**config.mk**
```make
export PLATFORM = sky130hd
export DESIGN_NAME = biriscv_csr_wb_pipe
export DESIGN_NICKNAME = d
export VERILOG_FILES = /design/src/rtl/biriscv_csr_wb_pipe.sv
export SDC_FILE = /design/constraint.sdc
export NUM_CORES = 1
export LEC_CHECK = 0
export ABC_AREA = 0
export CAP_MARGIN = 40
export CORE_MARGIN = 2
export CORE_UTILIZATION = 53
export CTS_BUF_LIST = sky130_fd_sc_hd__clkbuf_2
export CTS_CLUSTER_DIAMETER = 200
export DETAILED_ROUTE_END_ITERATION = 12
export GPL_TIMING_DRIVEN = 1
export PLACE_DENSITY = 0.92
export SETUP_SLACK_MARGIN = 0.05
export SLEW_MARGIN = 20
export SYNTH_ARGS = -nofsm -noshare
export SYNTH_HDL_FRONTEND = slang
export SYNTH_SLANG_ARGS = --single-unit
```
**constraint.sdc**
```tcl
create_clock -name clk_i -period 16.05 [get_ports clk_i]
set_clock_uncertainty 0.05 [all_clocks]
set_input_delay 3.21 -clock clk_i [delete_from_list [all_inputs] [get_ports clk_i]]
set_output_delay 3.21 -clock clk_i [all_outputs]
set_load 0.02 [all_outputs]
```
**src/rtl/biriscv_csr_wb_pipe.sv**
```systemverilog
// E2/WB writeback pipeline for CSR results: carries E1 results through two register
// stages, merges LSU faults, selects the trap value and drives the commit strobes.
module biriscv_csr_wb_pipe #(
  parameter int SUPPORT_SUPER = 1
) (
  input  logic        clk_i,
  input  logic        rst_i,
  input  logic        e1_valid_i,
  input  logic [31:0] e1_pc_i,
  input  logic [31:0] e1_opcode_i,
  input  logic [4:0]  e1_rd_idx_i,
  input  logic [31:0] csr_result_e1_value_i,
  input  logic        csr_result_e1_write_i,
  input  logic [31:0] csr_result_e1_wdata_i,
  input  logic [5:0]  csr_result_e1_exception_i,
  input  logic [5:0]  mem_exception_e2_i,
  input  logic [31:0] mem_addr_e2_i,
  input  logic        stall_i,
  input  logic        squash_i,
  output logic        csr_writeback_write_o,
  output logic [11:0] csr_writeback_waddr_o,
  output logic [31:0] csr_writeback_wdata_o,
  output logic [5:0]  csr_writeback_exception_o,
  output logic [31:0] csr_writeback_exception_pc_o,
  output logic [31:0] csr_writeback_exception_addr_o,
  output logic        rd_wb_valid_o,
  output logic [4:0]  rd_wb_idx_o,
  output logic [31:0] rd_wb_value_o,
  output logic        csr_pending_o
);

  localparam logic [5:0] EXC_MISALIGNED_FETCH = 6'h10;
  localparam logic [5:0] EXC_FAULT_FETCH      = 6'h11;
  localparam logic [5:0] EXC_ILLEGAL_INSTR    = 6'h12;
  localparam logic [5:0] EXC_BREAKPOINT       = 6'h13;
  localparam logic [5:0] EXC_MISALIGNED_LOAD  = 6'h14;
  localparam logic [5:0] EXC_FAULT_LOAD       = 6'h15;
  localparam logic [5:0] EXC_MISALIGNED_STORE = 6'h16;
  localparam logic [5:0] EXC_FAULT_STORE      = 6'h17;

  typedef struct packed {
    logic        valid;
    logic [31:0] pc;
    logic [31:0] opcode;
    logic [4:0]  rd_idx;
    logic [31:0] value;
    logic        write;
    logic [31:0] wdata;
    logic [5:0]  exception;
  } stage_t;

  stage_t      r_e2;
  stage_t      r_wb;
  logic [31:0] r_wb_exc_addr;

  stage_t      w_e1;
  stage_t      w_wb_next;
  logic [5:0]  w_e2_exc;
  logic [31:0] w_wb_addr_next;
  logic        w_commit;
  logic        w_flush;
  logic        w_unused;

  // Invalid entries are zeroed so idle stages read as all-zero in waveforms.
  assign w_e1 = e1_valid_i ? stage_t'{valid:     1'b1,
                                      pc:        e1_pc_i,
                                      opcode:    e1_opcode_i,
                                      rd_idx:    e1_rd_idx_i,
                                      value:     csr_result_e1_value_i,
                                      write:     csr_result_e1_write_i,
                                      wdata:     csr_result_e1_wdata_i,
                                      exception: csr_result_e1_exception_i}
                           : '0;

  assign w_e2_exc = (r_e2.exception != '0) ? r_e2.exception : mem_exception_e2_i;
  assign w_commit = r_wb.valid & ~stall_i;
  assign w_flush  = w_commit & (r_wb.exception != '0);
  assign w_unused = ^r_wb.opcode[19:0];

  // NOTE: every combinational output gets a default before any branch, so no path leaves it unassigned (no latch).
  always_comb begin
    w_wb_next      = '0;
    w_wb_addr_next = '0;
    if (r_e2.valid) begin
      w_wb_next           = r_e2;
      w_wb_next.exception = w_e2_exc;
      unique case (w_e2_exc)
        EXC_ILLEGAL_INSTR: w_wb_addr_next = r_e2.value;
        EXC_BREAKPOINT:    w_wb_addr_next = r_e2.pc;
        EXC_MISALIGNED_FETCH, EXC_FAULT_FETCH,
        EXC_MISALIGNED_LOAD,  EXC_FAULT_LOAD,
        EXC_MISALIGNED_STORE, EXC_FAULT_STORE:
          w_wb_addr_next = (SUPPORT_SUPER != 0) ? mem_addr_e2_i : 32'h0;
        default:           w_wb_addr_next = 32'h0;
      endcase
    end
  end

  // NOTE: sequential state uses non-blocking assignments so all stages sample pre-edge values together.
  always_ff @(posedge clk_i or posedge rst_i) begin
    if (rst_i) begin
      r_e2          <= '0;
      r_wb          <= '0;
      r_wb_exc_addr <= '0;
    end else if (stall_i) begin
      // A held WB must still commit later; only the younger E2 entry is killed.
      if (squash_i) begin
        r_e2 <= '0;
      end
    end else if (w_flush || squash_i) begin
      r_e2          <= '0;
      r_wb          <= '0;
      r_wb_exc_addr <= '0;
    end else begin
      r_e2          <= w_e1;
      r_wb          <= w_wb_next;
      r_wb_exc_addr <= w_wb_addr_next;
    end
  end

  always_comb begin
    csr_writeback_write_o          = 1'b0;
    csr_writeback_waddr_o          = '0;
    csr_writeback_wdata_o          = '0;
    csr_writeback_exception_o      = '0;
    csr_writeback_exception_pc_o   = '0;
    csr_writeback_exception_addr_o = '0;
    rd_wb_valid_o                  = 1'b0;
    rd_wb_idx_o                    = '0;
    rd_wb_value_o                  = '0;
    if (w_commit) begin
      csr_writeback_waddr_o = r_wb.opcode[31:20];
      csr_writeback_wdata_o = r_wb.wdata;
      if (r_wb.exception == '0) begin
        csr_writeback_write_o = r_wb.write;
        if (r_wb.rd_idx != '0) begin
          rd_wb_valid_o = 1'b1;
          rd_wb_idx_o   = r_wb.rd_idx;
          rd_wb_value_o = r_wb.value;
        end
      end else begin
        csr_writeback_exception_o      = r_wb.exception;
        csr_writeback_exception_pc_o   = r_wb.pc;
        csr_writeback_exception_addr_o = r_wb_exc_addr;
      end
    end
  end

  assign csr_pending_o = (r_e2.valid & r_e2.write) | (r_wb.valid & r_wb.write);

endmodule

```
Yosys cells after proc, flatten, opt, wreduce, memory -nomap -nowiden

Cells that the tools add are included.
Widths: inputs -> output; s select.

Flip-flop bits (word level): 314
Logic and storage cells: 67

Reduce and logical (&&, ||, !) cells: 6
Mux-type cells: 29
Bitwise operators: 6
Equal/unequal tests: 9

Operators with widths:

| kind               | number |
|---|---|
| $mux 141           | 6 |
| $mux 32            | 10 |
| $pmux 32 s3        | 1 |
| $eq 6x5->1 const B | 8 |
| $mux 6             | 3 |
| $mux 5             | 3 |
| $mux 12            | 1 |
| $reduce_bool 6->1  | 2 |
| $logic_not 6->1    | 1 |
| $reduce_or 6->1    | 1 |
| $mux 1             | 5 |
| $reduce_bool 5->1  | 1 |
| $and 1x1->1        | 4 |
| $ne 2x1->1 const B | 1 |
| $logic_or 1x1->1   | 1 |
| $not 1->1          | 1 |
| $or 1x1->1         | 1 |

Logic depth before layout (Yosys ltp)

Gate-level depths: netlist of the first run.

Word-level depth: 7
Depth in mapped cells: 7

Least setup slack after synthesis of the first run

Ideal clock, no wire load.

Path kind: input-to-output
From: input port stall_i
To: output port rd_wb_value_o[22]
Buffers on the path: 2
Arrival: 4.498 ns
Stages: 6
Setup slack: 8.292 ns
Path through: nor2b_1 buf_2 and3_1 o21a_1 clkbuf_1 and2_1

Cells in the longest elaborated chain, start to end: 3

RTL lines:

| what        | line | RTL |
|---|---|---|
| from (decl) | 18   | `input logic stall_i,` |
| $not 1->1   | 76   | `assign w_commit = r_wb.valid & ~stall_i;` |
| $and 1x1->1 | 76   |  |
| $mux 32     | 131  | `if (w_commit) begin` |
| to (decl)   | 28   | `output logic [31:0] rd_wb_value_o,` |

Every way passes these cells.

Worst setup path in the final report of the first run

From: input port stall_i
To: output port rd_wb_value_o[1]

The elaborated chain is that of the path after synthesis.

==> results.yml, run 1 <==
run_status:
  outcome: "complete, no violations"
yosys:
  synthAdderAreaFrac: 0
  synth_area_mm2: 0.0114
  synth_xor_area_frac: 0
  synth.area.mux_share: 0.0281
  synth_most_common_cell: "dfrtp_1"
  ys_seq_elements: 274
  synth_compound_area_frac: 0.222
  syn_nets: 1084
  ys_async_sr_fraction: 1.00
  synth_top_family_by_area: "compound AO/OA/AOI/OAI gates"
  synth_edf_count: 0
  syn_area_per_cell_um2: 12.7
  synth_common_cells: "dfrtp_1 (274), a22o_1 (235), and2_1 (88), and3_1 (65), clkbuf_1 (59)"
  yosysUniqueCellTypes: 35
  yosys_warnings: 0
  ys_seq_area_frac: 0.601
  synth.top_cell.area_share: 0.601
  synthSimpleGateAreaFrac: 0.113
  yosys.area.top_type: "dfrtp_1"
  yosys-top-cells-area: "dfrtp_1 (60%), a22o_1 (18%), and2_1 (4.8%)"
  synthCells: 901
  synth_ff_type: "dfrtp_1"
clocking:
  post_cts_resized: 0
  cts_root_buf: "clkbuf_2"
  cts.sinks: 274
  cts_max_path_buffers: 3
  post_cts_buffers: 0
  postCtsHoldBufs: 0
  path_clk_slew_ps: 110
  clk_latency_ps: 840
  cts_tree: "yes"
  h-tree-depth: 3
  cts_made_buffers: 70
sta:
  tns_ps: 0
  post-route-min-period_ps: 8940
  worstMarginPinSlew_ps: 861
  period_share: 0.557
  setup_viol: 0
  setup_slack_ps: 7110
  rsz0062_at_grt: "false"
  max_freq_ghz: 0.112
  slew_violations: 0
  finalHoldViolCount: 0
  slew_headroom: 0.426
setup_path:
  critical_path.top_delay_family: "buffers and inverters"
  cp-end-kind: "output port"
  cp_slowest_cell: "clkdlybuf4s50_1"
  path_cells: "buf_4 -> nor2b_4 -> and3_1 -> o21a_1 -> buf_8 -> and2_1 -> clkdlybuf4s50_1"
  critPathMaxStageDelay_ps: 640
  crit_path_start_kind: "input port"
  worstPathArrival_ps: 5680
  worstPathMaxFanout: 76
  crit_type: "in2out"
  cp.required_ps: 12790
  crit_buf_inv: 3
routing:
  drc: 0
  vias_per_cell: 5.96
  drtIter0Drc: 551
  dr.pass1.iters: 5
  drt-total-wl_um: 33000
  num_vias: 9200
  post_drt_wl_per_cell_um: 21.4
  ant_nets: 0
pwr:
  ir_drop_mv: 0.101
  p_leak_uw: 0.00747
  power_density_mw_per_mm2: 87.1
floorplanning:
  core_mm2: 0.0211
  die_w_um: 151
  initial_core_util: 0.541
  io_pins: 337
  die-height_um: 151
  die-area_mm2: 0.0227
  rows: 53
hold_path:
  hold_path_class: "reg2reg"
global_routing:
  grt_pass1_vias: 9415
  track_usage: 0.291
  overflow: 0
  grt_max_degree: 123
  antenna_found_initial: 4
  grt_pass1_wl_um: 51000
place:
  portBuffers: 316
  hpwl_um: 21300
  place_congestion: 0.822
  pre_cts_ws_ps: 7070
  placedCellCount: 1422
cells_and_area:
  n_fill_cell: 1380
  fin_cells: 1543
  area_growth_pct: 36.0
  final_nets: 1404
  drive_gt1_frac: 0.117
run:
  maxCapViolations: 0
[metal layers]
layer  wire length [um]  share of wire  track usage
met1              12900           0.39        0.362
met2              16200           0.49        0.473
met3               3150          0.095        0.101
met4                760          0.023        0.103
met5                 26        0.00079            0
[report_power, final]
group          internal, uW  switching (uW)
combinational          61.1            63.6
clock                   230             280
sequential              704            12.4
total                   996             356
[final timing paths]
kind / start / end / slack (ps) / cells past startpoint
worst max-delay path: stall_i / rd_wb_value_o[1] / 7110 / 7
max in group asynchronous: rst_i / r_wb[137]$_DFFE_PP0N_ / 11800 / 5
min in group asynchronous: rst_i / r_wb[9]$_DFFE_PP0N_ / 2610 / 2
worst min-delay path: r_e2[20]$_DFFE_PP0P_ / r_wb[20]$_DFFE_PP0N_ / 430 / 1
worst max register to register: r_wb[2]$_DFFE_PP0N_ / r_e2[31]$_DFFE_PP0P_ / 13620 / 5
worst min register to register: r_e2[20]$_DFFE_PP0P_ / r_wb[20]$_DFFE_PP0N_ / 430 / 1
[stage by stage]
stage	hold WS, ps	utilization	cell area (um^2)	power (uW)
global route	446	0.736	15500	1420
global placement	422	0.696	14700	846
finish	434	0.736	15500	1350
CTS	424	0.733	15500	1360
detailed placement	432	0.701	14800	853
floorplan	413	-	11400	787
[worst reg2reg max path, stage by stage (launching register included)]
cell and delay (ps):
dfrtp_1 430, nor4_4 350, nand2_2 380, a21oi_4 250
buf_4 620, a22o_1 300
[state kept, by name, indices dropped and copies added (netlist names)]
| register | cells |
|---|---|
| r_e2 | 121 |
| r_wb_exc_addr | 32 |
| r_wb | 121 |
[area by class of cell]
| class | instances | area, um^2 | area share |
|---|---|---|---|
| diodes | 3 | 7.51 | 0.000484 |
| clock buffers | 101 | 505 | 0.0326 |
| clock inverters | 15 | 165 | 0.0106 |
| inverters | 4 | 22.5 | 0.00145 |
| multi-input cells | 534 | 4190 | 0.270 |
| flip-flops and latches | 274 | 6860 | 0.442 |
| well taps | 275 | 344 | 0.0222 |
| repair buffers | 337 | 3430 | 0.221 |
[cell usage in the layout (no fill, tap or decap), types with 2 or more instances in the layout]
| cell type | netlist | routed |
|---|---|---|
| clkdlybuf4s50_1 | 0 | 315 |
| a221o_1 | 32 | 32 |
| nor2_1 | 37 | 37 |
| dfrtp_1 | 274 | 274 |
| a21oi_4 | 0 | 2 |
| diode_2 | 0 | 3 |
| inv_1 | 4 | 3 |
| o21ai_0 | 6 | 6 |
| and2_1 | 88 | 88 |
| nor4_4 | 2 | 2 |
| clkbuf_2 | 1 | 101 |
| buf_16 | 0 | 3 |
| a31oi_1 | 4 | 4 |
| buf_4 | 3 | 14 |
| bufinv_16 | 0 | 4 |
| nand2_1 | 11 | 10 |
| nor2b_4 | 0 | 2 |
| clkinv_1 | 0 | 7 |
| a21oi_1 | 3 | 2 |
| and3_1 | 65 | 65 |
| a22o_1 | 235 | 235 |
| mux2i_1 | 32 | 32 |
| inv_2 | 0 | 3 |
| buf_12 | 0 | 3 |
[kinds of logic (layout without fill, tap and decap cells)]
group | count (synthesis) | in the layout
other | 0 | 3
DFF | 274 | 274
and+or+nand+nor | 214 | 214
muxes | 32 | 32
buffers and inverters | 93 | 457
AOI/OAI and AO/OA | 288 | 288
Power figures use the tool's default switching activity.
==> inputs of run 2 (changes only) <==
--- a/config.mk
+++ b/config.mk
@@ -8,12 +8,12 @@
 export ABC_AREA = 0
 export CAP_MARGIN = 40
 export CORE_MARGIN = 2
-export CORE_UTILIZATION = 53
+export CORE_UTILIZATION = 44
 export CTS_BUF_LIST = sky130_fd_sc_hd__clkbuf_2
 export CTS_CLUSTER_DIAMETER = 200
 export DETAILED_ROUTE_END_ITERATION = 12
 export GPL_TIMING_DRIVEN = 1
-export PLACE_DENSITY = 0.92
+export PLACE_DENSITY = 0.82
 export SETUP_SLACK_MARGIN = 0.05
 export SLEW_MARGIN = 20
 export SYNTH_ARGS = -nofsm -noshare
==> constraint.sdc (replaced) <==
create_clock -name clk_i -period 7.7 [get_ports clk_i]
set_clock_uncertainty 0.05 [all_clocks]
set_input_delay 1.54 -clock clk_i [delete_from_list [all_inputs] [get_ports clk_i]]
set_output_delay 1.54 -clock clk_i [all_outputs]
set_load 0.02 [all_outputs]
==> run 2 against run 1 <==
Net effect: core utilization shrank 12 points; wire length up 3.1%; register-to-register slack got worse by 9200 ps; total power grew 100%; global-route usage shrank 4.3 points; setup slack got worse by 4700 ps; die area rose by 20%; highest routed layer unchanged.
==> results.yml, run 2 (synthesis results as in run 1) <==
run_status:
  outcome: "complete, no violations"
floorplanning:
  initial_core_util: 0.450
  die-area_mm2: 0.0272
  die-height_um: 165
  rows: 58
  core_mm2: 0.0253
  io_pins: 337
  die_w_um: 165
pwr:
  power_density_mw_per_mm2: 176
  power.total_uw: 2740
  p_leak_uw: 0.00746
  swShare: 0.270
  ir_drop_mv: 0.136
  pwr-share-clk: 0.359
  seq_power_share: 0.546
  switchingPower_uw: 740
  p_int_uw: 2000
  pwr-share-comb: 0.095
sta:
  rsz0062_at_grt: "false"
  max_freq_ghz: 0.191
  period_share: 0.681
  worstMarginPinSlew_ps: 884
  post-route-min-period_ps: 5250
  tns_ps: 0
  finalHoldViolCount: 0
  setup_viol: 0
  slew_headroom: 0.410
  slew_violations: 0
  setup_slack_ps: 2450
place:
  placed_area_mm2: 0.0149
  pre_cts_ws_ps: 2420
  place_congestion: 0.834
  hpwl_um: 21900
  portBuffers: 316
cells_and_area:
  n_fill_cell: 2036
  area_growth_pct: 36.5
  fin_area_mm2: 0.0156
  top_regs: "r_e2: 121 flops, r_wb: 121 flops, r_wb_exc_addr: 32 flops"
  final_nets: 1409
  layout_common_cells: "clkdlybuf4s50_1 (315), dfrtp_1 (274), a22o_1 (235)"
  postLayoutCoreUtil: 0.615
  drive_gt1_frac: 0.114
  final_common_cell: "clkdlybuf4s50_1"
clocking:
  post_cts_buffers: 0
  cts_tree: "yes"
  cts_max_path_buffers: 3
  clk_latency_ps: 810
  cts_root_buf: "clkbuf_2"
  path_clk_slew_ps: 90
  cts_made_buffers: 73
  postCtsHoldBufs: 0
  h-tree-depth: 3
  cts.sinks: 274
  post_cts_resized: 0
global_routing:
  antenna_found_initial: 4
  overflow: 0
  track_usage: 0.248
  grt_pass1_vias: 9509
  grt_max_degree: 164
  grt_pass1_wl_um: 52200
setup_path:
  worstPathArrival_ps: 3660
  r2r_slack_ps: 4460
  crit_type: "in2out"
  cp-end-kind: "output port"
  timing.rr.start: "r_wb[2]$_DFFE_PP0N_"
  crit_path_start_kind: "input port"
  cp-startpoint: "stall_i"
  cp.required_ps: 6110
  worstPathMaxFanout: 31
routing:
  post_drt_wl_per_cell_um: 21.2
  num_vias: 9148
  drtIter0Drc: 689
  ant_nets: 0
  drc: 0
  dr.pass1.iters: 6
  drt-total-wl_um: 34000
  vias_per_cell: 5.71
run:
  maxCapViolations: 0
hold_path:
  hold_start: "r_e2[72]$_DFFE_PP0P_"
  hold_path_class: "reg2reg"
run 2: final cells by class:
type	instances	area, um^2	share of cell area
Sequential cell	274	6860	0.440
Multi-Input combinational cell	534	4190	0.269
Timing Repair Buffer	339	3470	0.223
Clock buffer	96	480	0.0309
Tap cell	330	413	0.0265
Clock inverter	21	135	0.00868
Inverter	4	18.8	0.00121
Antenna cell	3	7.51	0.000482
run 2: power groups by stage:
| stage | combinational [uW] | sequential, uW | clock [uW] |
|---|---|---|---|
| floorplan | 127 | 1510 | 0 |
| global placement | 250 | 1520 | 0 |
| detailed placement | 259 | 1520 | 0 |
| CTS | 260 | 1490 | 1020 |
| global route | 282 | 1500 | 1100 |
| finish | 261 | 1490 | 984 |
run 2: routing by layer:
metal  track usage  wire (um)  vias up
li1              -          -     4064
met1         0.318      14000     4555
met2         0.388      15800      444
met3        0.0876       3200       79
met4        0.0893        953        6
met5             0         43        -
run 2: worst paths after layout:
| path | endpoint | depth (start not counted) |
|---|---|---|
| max in group asynchronous | r_e2[118]$_DFFE_PP0P_ | 3 |
| hold reg to reg | r_wb[72]$_DFFE_PP0N_ | 1 |
| hold / removal | r_wb[72]$_DFFE_PP0N_ | 1 |
| min in group asynchronous | r_e2[65]$_DFFE_PP0P_ | 2 |
| setup / recovery | rd_wb_value_o[16] | 7 |
| setup reg to reg | r_wb[17]$_DFFE_PP0N_ | 7 |
run 2: critical path, cell delays in order:
cell and delay [ps]:
buf_4 140, nor2b_4 100, and3_1 330, o21a_1 300
buf_4 410, and2_1 180, clkdlybuf4s50_1 620
run 2: per-stage QoR:
step           cells  hold slack [ps]
2_1_floorplan    901              413
3_3_place_gp    1473              421
3_5_place_dp    1478              431
4_1_cts         1595              394
5_1_grt         1601              444
6_report        1601              403
==> inputs of run 3 (changes only) <==
--- a/config.mk
+++ b/config.mk
@@ -8,12 +8,12 @@
 export ABC_AREA = 0
 export CAP_MARGIN = 40
 export CORE_MARGIN = 2
-export CORE_UTILIZATION = 44
+export CORE_UTILIZATION = 49
 export CTS_BUF_LIST = sky130_fd_sc_hd__clkbuf_2
 export CTS_CLUSTER_DIAMETER = 200
 export DETAILED_ROUTE_END_ITERATION = 12
 export GPL_TIMING_DRIVEN = 1
-export PLACE_DENSITY = 0.82
+export PLACE_DENSITY = 0.87
 export SETUP_SLACK_MARGIN = 0.05
 export SLEW_MARGIN = 20
 export SYNTH_ARGS = -nofsm -noshare
==> constraint.sdc (replaced) <==
create_clock -name clk_i -period 5 [get_ports clk_i]
set_clock_uncertainty 0.05 [all_clocks]
set_input_delay 1 -clock clk_i [delete_from_list [all_inputs] [get_ports clk_i]]
set_output_delay 1 -clock clk_i [all_outputs]
set_load 0.02 [all_outputs]
==> run 3 against run 2 <==
Net effect: highest routed layer is now met4; worst hold slack improved by 21 ps; combinational power increased by 56%; first-iteration DRC count decreased by 5.8%; register-to-register slack got worse by 1900 ps; sequential share of layout area increased by 0.16 points; global-route usage increased by 2.5 points; non-clock buffer count unchanged; clock power increased by 49%; flip-flop and latch count unchanged; core utilization increased by 6.6 points; die area decreased by 10%; largest power group unchanged; count of clock-buffer cells in the layout increased by 2.
==> results.yml, run 3 (synthesis results as in run 1) <==
routing:
  drc: 0
  ant_nets: 0
  vias_per_cell: 5.82
  post_drt_wl_per_cell_um: 21.3
  num_vias: 9137
  dr.pass1.iters: 5
  drtIter0Drc: 649
  drt-total-wl_um: 33500
sta:
  slew_headroom: 0.370
  slew_violations: 0
  period_share: 0.837
  setup_viol: 0
  tns_ps: 0
  rsz0062_at_grt: "false"
  max_freq_ghz: 0.239
  post-route-min-period_ps: 4190
  whs_ps: 424
  worstMarginPinSlew_ps: 946
  finalHoldViolCount: 0
global_routing:
  track_usage: 0.273
  grt_max_degree: 167
  antenna_found_initial: 3
  overflow: 0
  grt_pass1_vias: 9481
  grt_pass1_wl_um: 52100
run:
  maxCapViolations: 0
hold_path:
  hold_path_class: "reg2reg"
floorplanning:
  die-height_um: 157
  io_pins: 337
  core_mm2: 0.0228
  initial_core_util: 0.501
  die-area_mm2: 0.0245
  die_w_um: 157
  rows: 55
setup_path:
  worstPathMaxFanout: 20
  cp-end-kind: "output port"
  critPathMaxStageDelay_ps: 630
  worstPathArrival_ps: 3140
  crit_type: "reg2out"
  cp_slowest_cell: "clkdlybuf4s50_1"
  path_cells: "nor4_4 -> and3_1 -> o21a_1 -> buf_4 -> and2_1 -> clkdlybuf4s50_1"
  cp.required_ps: 3950
  critical_path.top_delay_family: "buffers and inverters"
  crit_buf_inv: 2
  crit_path_start_kind: "register"
clocking:
  cts_made_buffers: 70
  path_clk_slew_ps: 110
  postCtsHoldBufs: 0
  cts_root_buf: "clkbuf_2"
  post_cts_resized: 0
  cts_tree: "yes"
  post_cts_buffers: 0
  h-tree-depth: 3
  cts_max_path_buffers: 3
  cts.sinks: 274
  clk_latency_ps: 780
run_status:
  outcome: "complete, no violations"
place:
  hpwl_um: 21800
  portBuffers: 316
  place_congestion: 0.819
  placed_area_mm2: 0.0149
  placedCellCount: 1463
cells_and_area:
  drive_gt1_frac: 0.113
  layout_common_cells: "clkdlybuf4s50_1 (315), dfrtp_1 (274), a22o_1 (235)"
  area_growth_pct: 36.0
  fin_cells: 1571
  top_regs: "r_e2: 121 flops, r_wb: 121 flops, r_wb_exc_addr: 32 flops"
  fin_area_mm2: 0.0155
  final_nets: 1406
  final_common_cell: "clkdlybuf4s50_1"
pwr:
  ir_drop_mv: 0.159
  p_leak_uw: 0.00744
  power.total_uw: 4170
  power_density_mw_per_mm2: 269
-- run 3: cell types whose count changed in the layout (fill, tap and decap cells not counted), sizes merged --
| cell | previous run | this run |
|---|---|---|
| clkbuf | 96 | 98 |
| clkinv | 17 | 3 |
| inv | 5 | 4 |
-- run 3: metrics by stage --
step / setup slack, ps / utilization
2_1_floorplan: 327 / -
3_3_place_gp: 1010 / 0.649
3_5_place_dp: 1180 / 0.655
4_1_cts: 730 / 0.680
5_1_grt: 531 / 0.681
6_report: 813 / 0.681
-- run 3: worst paths after layout --
kind,from,end,slack (ps),depth (start not counted)
worst max-delay path,r_wb[3]$_DFFE_PP0N_,rd_wb_value_o[30],810,6
worst max register to register,r_wb[3]$_DFFE_PP0N_,r_wb[71]$_DFFE_PP0N_,2520,5
worst min-delay path,r_e2[57]$_DFFE_PP0P_,r_wb[57]$_DFFE_PP0N_,420,1
min in group asynchronous,rst_i,r_e2[107]$_DFFE_PP0P_,690,3
max in group asynchronous,rst_i,r_e2[117]$_DFFE_PP0P_,3350,3
worst min register to register,r_e2[57]$_DFFE_PP0P_,r_wb[57]$_DFFE_PP0N_,420,1
-- run 3: power by group --
part           internal (uW)  total [uW]  switching (uW)
sequential              2260        2300            39.4
clock                    610        1470             855
combinational            202         406             205
total                   3070        4170            1100
-- run 3: final cells by class --
cell class,instances,area (um^2)
clock inverter,6,75.1
antenna,3,7.51
multi-input combinational,534,4190
fill,1656,7260
tap,313,392
inverter,4,18.8
clock buffer,98,490
sequential,274,6860
timing repair buffer,339,3490
-- run 3: metal layers --
layer  wire [um]  vias to the layer above  track usage
met5           0                        -            0
met3        3010                       73       0.0836
met1       13500                     4577        0.352
met2       16000                      434        0.430
met4        1020                        0        0.117
li1            -                     4053            -
